File: src/rtl/imm_decode_pipe_if.sv
// Handshake and result bundle for the immediate decode pipe.
// Latency: n/a (wires only).
// Backpressure: in_valid/in_ready on the request side, out_valid/out_ready on the result side.
// Ports: in_valid, in_ready, idata (instruction word in); out_valid, out_ready, imm, we,
//        wer, illegal, illegal_cnt (decoded entry out).
// master = producer/consumer side, slave = the decode pipe itself.
interface imm_decode_pipe_if #(
  parameter int XLEN = 32
);
  localparam int NB = XLEN / 8;

  logic                   in_valid;
  logic                   in_ready;
  logic [31:0]            idata;
  logic                   out_valid;
  logic                   out_ready;
  logic signed [XLEN-1:0] imm;
  logic [NB-1:0]          we;
  logic                   wer;
  logic                   illegal;
  logic [15:0]            illegal_cnt;

  modport master (
    output in_valid, idata, out_ready,
    input  in_ready, out_valid, imm, we, wer, illegal, illegal_cnt
  );

  modport slave (
    input  in_valid, idata, out_ready,
    output in_ready, out_valid, imm, we, wer, illegal, illegal_cnt
  );
endinterface

File: src/rtl/imm_decode_pipe.sv
// Immediate / byte-enable / write-enable decode for RV32/RV64 instruction words.
// Latency: 1 cycle from accept to out_valid (output register, plus one skid entry).
// Backpressure: in_ready is registered (= !skid_valid); one extra entry absorbed while out_ready=0.
// Ports: clk, rst_n (async active-low), flush (sync discard), bus (imm_decode_pipe_if.slave).
// Optional feature: define DECODE_ILLEGAL_EN to build the illegal flag and saturating
// illegal_cnt; otherwise both are tied to 0 (undecodable words still decode to all-zero).
module imm_decode_pipe #(
  parameter int XLEN = 32,
  parameter int NB   = XLEN / 8
) (
  input  logic             clk,
  input  logic             rst_n,
  input  logic             flush,
  imm_decode_pipe_if.slave bus
);

  typedef struct packed {
    logic [XLEN-1:0] imm;
    logic [NB-1:0]   we;
    logic            wer;
`ifdef DECODE_ILLEGAL_EN
    logic            ill;
`endif
  } ent_t;

  // ---------------- combinational decode ----------------
  logic [6:0]  op;
  logic [2:0]  f3;
  logic [31:0] imm32;
  logic [NB-1:0] we_d;
  logic        wer_d;
  logic        bad_d;
  ent_t        d_ent;

  always_comb begin
    op    = bus.idata[6:0];
    f3    = bus.idata[14:12];
    imm32 = '0;
    we_d  = '0;
    wer_d = 1'b0;
    bad_d = 1'b0;
    case (op)
      7'b0110011: wer_d = 1'b1;
      7'b0010011, 7'b0000011, 7'b1100111: begin
        imm32 = {{20{bus.idata[31]}}, bus.idata[31:20]};
        wer_d = 1'b1;
      end
      7'b0100011: begin
        imm32 = {{20{bus.idata[31]}}, bus.idata[31:25], bus.idata[11:7]};
        case (f3)
          3'b000:  we_d = NB'(1);
          3'b001:  we_d = NB'(3);
          3'b010:  we_d = NB'(15);
          3'b011: begin
            // doubleword stores only exist with an 8-lane datapath
            if (NB == 8) we_d = '1;
            else         bad_d = 1'b1;
          end
          default: bad_d = 1'b1;
        endcase
        // an undecodable store must not leak its offset
        if (bad_d) imm32 = '0;
      end
      7'b1100011:
        imm32 = {{19{bus.idata[31]}}, bus.idata[31], bus.idata[7],
                 bus.idata[30:25], bus.idata[11:8], 1'b0};
      7'b1101111: begin
        imm32 = {{11{bus.idata[31]}}, bus.idata[31], bus.idata[19:12],
                 bus.idata[20], bus.idata[30:21], 1'b0};
        wer_d = 1'b1;
      end
      7'b0110111, 7'b0010111: begin
        imm32 = {bus.idata[31:12], 12'b0};
        wer_d = 1'b1;
      end
      default: bad_d = 1'b1;
    endcase

    d_ent     = '0;
    // bit 31 of the constructed value is the sign, for U-type too
    d_ent.imm = XLEN'(signed'(imm32));
    d_ent.we  = we_d;
    d_ent.wer = wer_d;
`ifdef DECODE_ILLEGAL_EN
    d_ent.ill = bad_d;
`endif
  end

  // ---------------- output register + skid register ----------------
  logic out_vld;
  logic skid_vld;
  ent_t out_q;
  ent_t skid_q;
  logic accept;
  logic retire;

  assign accept = bus.in_valid && !skid_vld;
  assign retire = out_vld && bus.out_ready;

  always_ff @(posedge clk or negedge rst_n) begin
    if (!rst_n) begin
      out_vld  <= 1'b0;
      skid_vld <= 1'b0;
      out_q    <= '0;
      skid_q   <= '0;
    end else if (flush) begin
      out_vld  <= 1'b0;
      skid_vld <= 1'b0;
    end else if (!out_vld || bus.out_ready) begin
      // output register free or draining: the older skid entry goes first
      if (skid_vld) begin
        out_q    <= skid_q;
        out_vld  <= 1'b1;
        skid_vld <= 1'b0;
      end else if (accept) begin
        out_q   <= d_ent;
        out_vld <= 1'b1;
      end else begin
        out_vld <= 1'b0;
      end
    end else if (accept) begin
      skid_q   <= d_ent;
      skid_vld <= 1'b1;
    end
  end

  assign bus.in_ready  = !skid_vld;
  assign bus.out_valid = out_vld;
  assign bus.imm       = out_vld ? out_q.imm : '0;
  assign bus.we        = out_vld ? out_q.we  : '0;
  assign bus.wer       = out_vld & out_q.wer;

`ifdef DECODE_ILLEGAL_EN
  logic [15:0] cnt_q;

  // flush wins over retire, so a flushed entry is never counted
  always_ff @(posedge clk or negedge rst_n) begin
    if (!rst_n)
      cnt_q <= '0;
    else if (!flush && retire && out_q.ill && (cnt_q != 16'hFFFF))
      cnt_q <= cnt_q + 16'd1;
  end

  assign bus.illegal     = out_vld & out_q.ill;
  assign bus.illegal_cnt = cnt_q;
`else
  logic unused_retire;
  assign unused_retire   = retire;
  assign bus.illegal     = 1'b0;
  assign bus.illegal_cnt = '0;
`endif

endmodule

File: src/flat_wrapper.sv
// flat-port wrapper written by rule: the top's interface ports become plain ports
module imm_decode_pipe_flat 
#(
  parameter int XLEN = 32,
  parameter int NB   = XLEN / 8
)
  (clk, rst_n, flush, bus_in_valid, bus_idata, bus_out_ready, bus_in_ready, bus_out_valid, bus_imm, bus_we, bus_wer, bus_illegal, bus_illegal_cnt);
  imm_decode_pipe_if #(.XLEN(XLEN)) bus_i ();
  input  logic clk;
  input  logic rst_n;
  input  logic flush;
  input wire logic [$bits(bus_i.in_valid)-1:0] bus_in_valid;
  input wire logic [$bits(bus_i.idata)-1:0] bus_idata;
  input wire logic [$bits(bus_i.out_ready)-1:0] bus_out_ready;
  output wire logic [$bits(bus_i.in_ready)-1:0] bus_in_ready;
  output wire logic [$bits(bus_i.out_valid)-1:0] bus_out_valid;
  output wire logic [$bits(bus_i.imm)-1:0] bus_imm;
  output wire logic [$bits(bus_i.we)-1:0] bus_we;
  output wire logic [$bits(bus_i.wer)-1:0] bus_wer;
  output wire logic [$bits(bus_i.illegal)-1:0] bus_illegal;
  output wire logic [$bits(bus_i.illegal_cnt)-1:0] bus_illegal_cnt;
  assign bus_i.in_valid = bus_in_valid;
  assign bus_i.idata = bus_idata;
  assign bus_i.out_ready = bus_out_ready;
  assign bus_in_ready = bus_i.in_ready;
  assign bus_out_valid = bus_i.out_valid;
  assign bus_imm = bus_i.imm;
  assign bus_we = bus_i.we;
  assign bus_wer = bus_i.wer;
  assign bus_illegal = bus_i.illegal;
  assign bus_illegal_cnt = bus_i.illegal_cnt;
  imm_decode_pipe #(.XLEN(XLEN), .NB(NB)) u_core (.clk(clk), .rst_n(rst_n), .flush(flush), .bus(bus_i));
endmodule
File: config.mk
export PLATFORM = sky130hd
export DESIGN_NAME = imm_decode_pipe_flat
export DESIGN_NICKNAME = d
export VERILOG_FILES = /design/src/rtl/imm_decode_pipe_if.sv /design/src/rtl/imm_decode_pipe.sv /design/src/flat_wrapper.sv
export SDC_FILE = /design/constraint.sdc
export NUM_CORES = 1
export LEC_CHECK = 0
export CAP_MARGIN = 10
export CORE_MARGIN = 2
export CORE_UTILIZATION = 35
export CTS_CLUSTER_SIZE = 16
export DETAILED_ROUTE_END_ITERATION = 12
export GPL_TIMING_DRIVEN = 0
export PLACE_DENSITY_LB_ADDON = 0.2
export RECOVER_POWER = 100
export SYNTH_ARGS = -nofsm -noshare
export SYNTH_HDL_FRONTEND = slang
export SYNTH_SLANG_ARGS = --single-unit
File: constraint.sdc
create_clock -name clk -period 3.1 [get_ports clk]
set_input_delay 0.465 -clock clk [delete_from_list [all_inputs] [get_ports clk]]
set_output_delay 0.465 -clock clk [all_outputs]
set_load 0.02 [all_outputs]
==> results.toml, run 1 <==
[status]
status = "finished clean"

[timing]
setup_ws_ns = 0.215
final-hold-violation-count = 0
finClkSkew_ns = 0.00614
min_period_over_period = 0.931
drv_slew = 0
max_freq_mhz = 347
whs_ns = 0.483
tightest_slew_ns = 0.991
finalCriticalPeriod_ns = 2.89
slew_headroom = 0.339
setup_viol = 0
rsz0062_at_grt = "false"

[pwr]
ir_drop_mv = 0.248
combPwrFrac = 0.158
seqPwrFrac = 0.440
total_power_mw = 2.52
p_per_area_nw_per_um2 = 502
power.share.switching = 0.253
p_switching_mw = 0.637
leakage_nw = 2.28
p_int_mw = 1.88
clkPwrFrac = 0.402

[clock_network]
clk_pin_slew_ns = 0.08
htreeDepth = 3
clock_latency_ns = 0.35
cts_root_buf = "clkbuf_8"
clock_sinks = 74
post_cts_buffers = 0
cts_max_path_buffers = 2
cts_tree = "built"
numCtsBuffers = 9

[floorplan]
die_h_um = 107
start_util = 0.361
rows = 37
dieArea_um2 = 11500
dieWidth_um = 107
ios = 93
core_area_um2 = 10400

[synthesis]
synth.largest_area_cell = "dfrtp_1"
synth.avg_cell_area_um2 = 9.43
synth-edff-count = 0
ys_ff_latch = 74
synth.cell_area_um2 = 3740
synth_top_area_share = 0.494
ys_async_sr_fraction = 1.00
synth_area_leaders = "dfrtp_1 49%, and2_1 6.3%, nor2_1 4.3%"
synth_commonest_cells = "74 x dfrtp_1, 43 x nor2_1, 38 x and2_1"
ys_seq_area_frac = 0.494
ys_types = 43
yosysWarnings = 0
synthCells = 397
yosysMostFrequentCell = "dfrtp_1"
yosys_most_used_dff = "dfrtp_1"

[setup_path]
r2r_setup_slack_ns = 0.48
crit_required_ns = 2.63
arrival_ns = 2.42
crit_type = "flip-flop to output port"
critPathMaxFanout = 10
startpoint_type = "flip-flop"
end_kind = "output port"

[drt]
post_drt_wl_per_cell_um = 15.9
num_vias = 3304
wl_met2_mm = 4.84
antenna_left = 0
routed.top_layer = "met4"
drc = 0
viasPerCell = 5.15
drtIter0Drc = 138
drt-met1-wl_mm = 4.73
wl_met3_um = 526
firstDrtPassIters = 5
routed_wl_mm = 10.2

[grt]
gr-total-overflow = 0
grt_pass1_wl_mm = 16.6
grt_usage = 0.185
antenna_found_initial = 0
grt_pass1_vias = 3323
grt_max_degree = 61

[placed_design]
numPortBuffers = 74
placed_cell_area_um2 = 4740
place_ws_ns = 0.303
dp_hpwl_mm = 7.33
place.gp.congestion = 0.819

[final_layout]
drive_above_1_share = 0.0832
nets = 537
num_antenna_cells = 0
area_delta_synth_final_pct = 33.8
final_core_util = 0.483
design_area_um2 = 5010

[flow_run]
drv_cap = 0

[hold_path]
hp-class = "flip-flop to flip-flop"
[placed cells by master (no fill, tap or decap), types with 5 or more instances in the layout]
cell type	n
a211o_1	8
a21oi_1	29
a221o_1	14
a22o_1	6
a22oi_1	5
a31oi_1	11
and2_1	36
and3_1	8
buf_4	19
clkbuf_1	25
clkbuf_8	10
clkdlybuf4s50_1	31
conb_1	17
dfrtp_1	74
dlygate4sd3_1	43
inv_1	5
nand2_1	33
nand3_1	7
nor2_1	43
o21ai_0	25
or3_1	12
[layer usage]
layer / vias to the layer above / global-route usage
met4: 0 / 0.0559
li1: 1590 / -
met1: 1609 / 0.257
met5: - / 0
met2: 97 / 0.291
met3: 8 / 0.0412
[worst paths after layout]
kind | start | end | depth (start not counted)
max in group asynchronous | rst_n | u_core.out_q[6] | 3
worst max-delay path | u_core.bus.out_valid | bus_imm[5] | 4
min in group asynchronous | rst_n | u_core.out_q[21] | 2
worst min-delay path | u_core.skid_q[0] | u_core.skid_q[0] | 1
worst max register to register | u_core.bus.out_valid | u_core.out_q[18] | 5
worst min register to register | u_core.skid_q[0] | u_core.skid_q[0] | 1
[kinds of logic after synthesis]
kind of cell	count (synthesis)	synth area share
AOI/OAI and AO/OA	116	0.212
other	1	0.00100
and+or+nand+nor	157	0.222
DFF	74	0.494
buffers and inverters	49	0.0708
[repair_timing]
action | in CTS | in global routing
hold buffers | 1 | 0
endpoints found under the hold margin | 14 | 0
resized for setup | 0 | 0
[worst max-delay path, stage by stage (launching register included)]
cell           delay [ns]
dfrtp_1              0.41
clkbuf_1             0.37
clkbuf_1             0.43
and2_1               0.19
dlygate4sd3_1        0.68
[stage by stage]
stage | cells | setup TNS, ns
floorplan | 413 | 0
global placement | 623 | -76.82
detailed placement | 624 | 0
CTS | 641 | 0
global route | 641 | 0
finish | 641 | 0
[sequential cells by signal (all words and copies together) (netlist names)]
name                  cells
u_core.out_q             36
u_core.skid_vld           1
u_core.bus.out_valid      1
u_core.skid_q            36
[power by group through the flow]
stage	Combinational, mW	Clock [mW]	Sequential (mW)
2_1_floorplan	0.237	0	1.11
5_1_grt	0.441	1.07	1.12
4_1_cts	0.414	1.03	1.11
3_3_place_gp	0.402	0	1.12
3_5_place_dp	0.412	0	1.12
6_report	0.399	1.01	1.11
[final cells by class]
type | count | area [um2]
clock buffer | 10 | 138
timing repair buffer | 76 | 772
inverter | 5 | 18.8
fill | 1027 | 5360
multi-input combinational | 290 | 1680
buffer | 44 | 244
sequential | 74 | 1850
clock inverter | 6 | 138
tap | 136 | 170
Power figures use the tool's default switching activity.
==> inputs of run 2 (changes only) <==
--- a/config.mk
+++ b/config.mk
@@ -10,6 +10,7 @@
 export CORE_UTILIZATION = 35
 export CTS_CLUSTER_SIZE = 16
 export DETAILED_ROUTE_END_ITERATION = 12
+export DONT_BUFFER_PORTS = 1
 export GPL_TIMING_DRIVEN = 0
 export PLACE_DENSITY_LB_ADDON = 0.2
 export RECOVER_POWER = 100
==> constraint.sdc (replaced) <==
create_clock -name clk -period 2.85 [get_ports clk]
set_input_delay 0.4275 -clock clk [delete_from_list [all_inputs] [get_ports clk]]
set_output_delay 0.4275 -clock clk [all_outputs]
set_load 0.02 [all_outputs]
==> results.toml, run 2 (synthesis gave the netlist of run 1 again) <==
[floorplan]
ios = 93
dieWidth_um = 107
core_area_um2 = 10400
start_util = 0.361
rows = 37
dieArea_um2 = 11500
die_h_um = 107

[setup_path]
r2r_setup_slack_ns = 0.34
crit_required_ns = 2.42
timing.rr.end = "u_core.out_q[31]"
r2r_cells = 6
r2r_start = "u_core.bus.out_valid"
slowest_delay_ns = 0.53
crit_slowest_cell = "dfrtp_1"
path_cells = "clkbuf_1 -> clkbuf_1 -> and2_0"
startpoint_type = "flip-flop"
arrival_ns = 2.12
crit_top_cell = "clkbuf_1"
end_kind = "output port"
critPathMaxFanout = 10
crit_type = "flip-flop to output port"

[timing]
finClkSkew_ns = 0.0107
max_freq_mhz = 393
rsz0062_at_grt = "false"
slew_headroom = -0.250
drv_slew = 75
min_period_over_period = 0.893
tns_ns = 0
final-hold-violation-count = 0
whs_ns = 0.115
tightest_slew_ns = 1.87
finalCriticalPeriod_ns = 2.55
setup_viol = 0

[hold_path]
min_from = "flush"
whs_endpoint = "u_core.bus.out_valid"
hold_depth = 1
hp-class = "input pin to flip-flop"

[grt]
grt_pass1_vias = 2973
grt_max_degree = 75
grt_usage = 0.190
gr-total-overflow = 0
grt_pass1_wl_mm = 16.5
antenna_found_initial = 0

[drt]
post_drt_wl_per_cell_um = 18.6
drc = 0
drtIter0Drc = 178
viasPerCell = 5.34
num_vias = 3029
routed_wl_mm = 10.6
firstDrtPassIters = 5
antenna_left = 0

[final_layout]
design_area_um2 = 4150
fillers = 1093
nets = 463
fin_cells = 567
largestRegisters = "u_core.out_q: 36 flops, u_core.skid_q: 36 flops"
final_common_cell = "dfrtp_1"
layout_common_cells = "74 x dfrtp_1, 43 x nor2_1, 38 x and2_0"
num_antenna_cells = 0
drive_above_1_share = 0.0951
area_delta_synth_final_pct = 10.9

[pwr]
leakage_nw = 1.80
total_power_mw = 2.42
ir_drop_mv = 0.213
p_per_area_nw_per_um2 = 582

[clock_network]
clock_latency_ns = 0.36
post_cts_buffers = 0
cts_tree = "built"
cts_root_buf = "clkbuf_8"
numCtsBuffers = 9
clock_sinks = 74
htreeDepth = 3
clk_pin_slew_ns = 0.08
cts_max_path_buffers = 2

[placed_design]
place.gp.congestion = 0.787
dp_hpwl_mm = 7.31
numPortBuffers = 0
placed_cell_area_um2 = 3980
place_inst = 549

[status]
status = "finished with violations"
violations = "max-capacitance violations, max-slew violations"

[flow_run]
drv_cap = 1
run 2: worst max-delay path: cells and delay by family, from the launching register on:
family | cells | cell delay, ns
buffers and inverters | 2 | 0.83
AND/OR/NAND/NOR | 1 | 0.39
flip-flops | 1 | 0.53
run 2: area by class of cell:
class                   instances  area, um2  share of cell area
plain buffers                  44        230              0.0554
clock buffers                  11        151              0.0365
clock inverters                 5       62.6              0.0151
inverters                       5       18.8             0.00452
multi-input cells             290       1650               0.398
flip-flops and latches         74       1850               0.446
well taps                     136        170              0.0410
repair buffers                  2       15.0             0.00362
run 2: what timing repair did:
item                                   CTS  global route
endpoints found under the hold margin   74             0
hold buffers                             2             0
gates resized for setup                  0             0
run 2: how the worst max path moves through the flow:
| stage | from | cells past startpoint | slack, ns | endpoint |
|---|---|---|---|---|
| 2_1_floorplan | bus_idata[3] | 6 | 0.96 | u_core.out_q[17] |
| 3_3_place_gp | u_core.bus.out_valid | 6 | 0.44 | u_core.out_q[30] |
| 3_5_place_dp | u_core.bus.out_valid | 6 | 0.41 | u_core.out_q[30] |
| 4_1_cts | u_core.bus.out_valid | 3 | 0.34 | bus_imm[4] |
| 5_1_grt | bus_idata[3] | 7 | 0.11 | u_core.skid_q[29] |
| 6_report | u_core.bus.out_valid | 3 | 0.30 | bus_imm[5] |
run 2: per-stage QoR:
stage / worst slack [ns] / utilization
2_1_floorplan: 0.956 / -
3_3_place_gp: 0.439 / 0.383
3_5_place_dp: 0.409 / 0.383
4_1_cts: 0.339 / 0.408
5_1_grt: 0.109 / 0.400
6_report: 0.304 / 0.400
run 2: per-layer routing:
metal  global-route usage  share of wire
met3               0.0508          0.061
met5                    0              0
met4               0.0650          0.016
met1                0.270           0.47
met2                0.278           0.46
run 2: where the power goes:
part / internal, mW / switching (mW)
registers: 1.15 / 0.0534
logic: 0.114 / 0.208
clock network: 0.455 / 0.433
total: 1.72 / 0.695
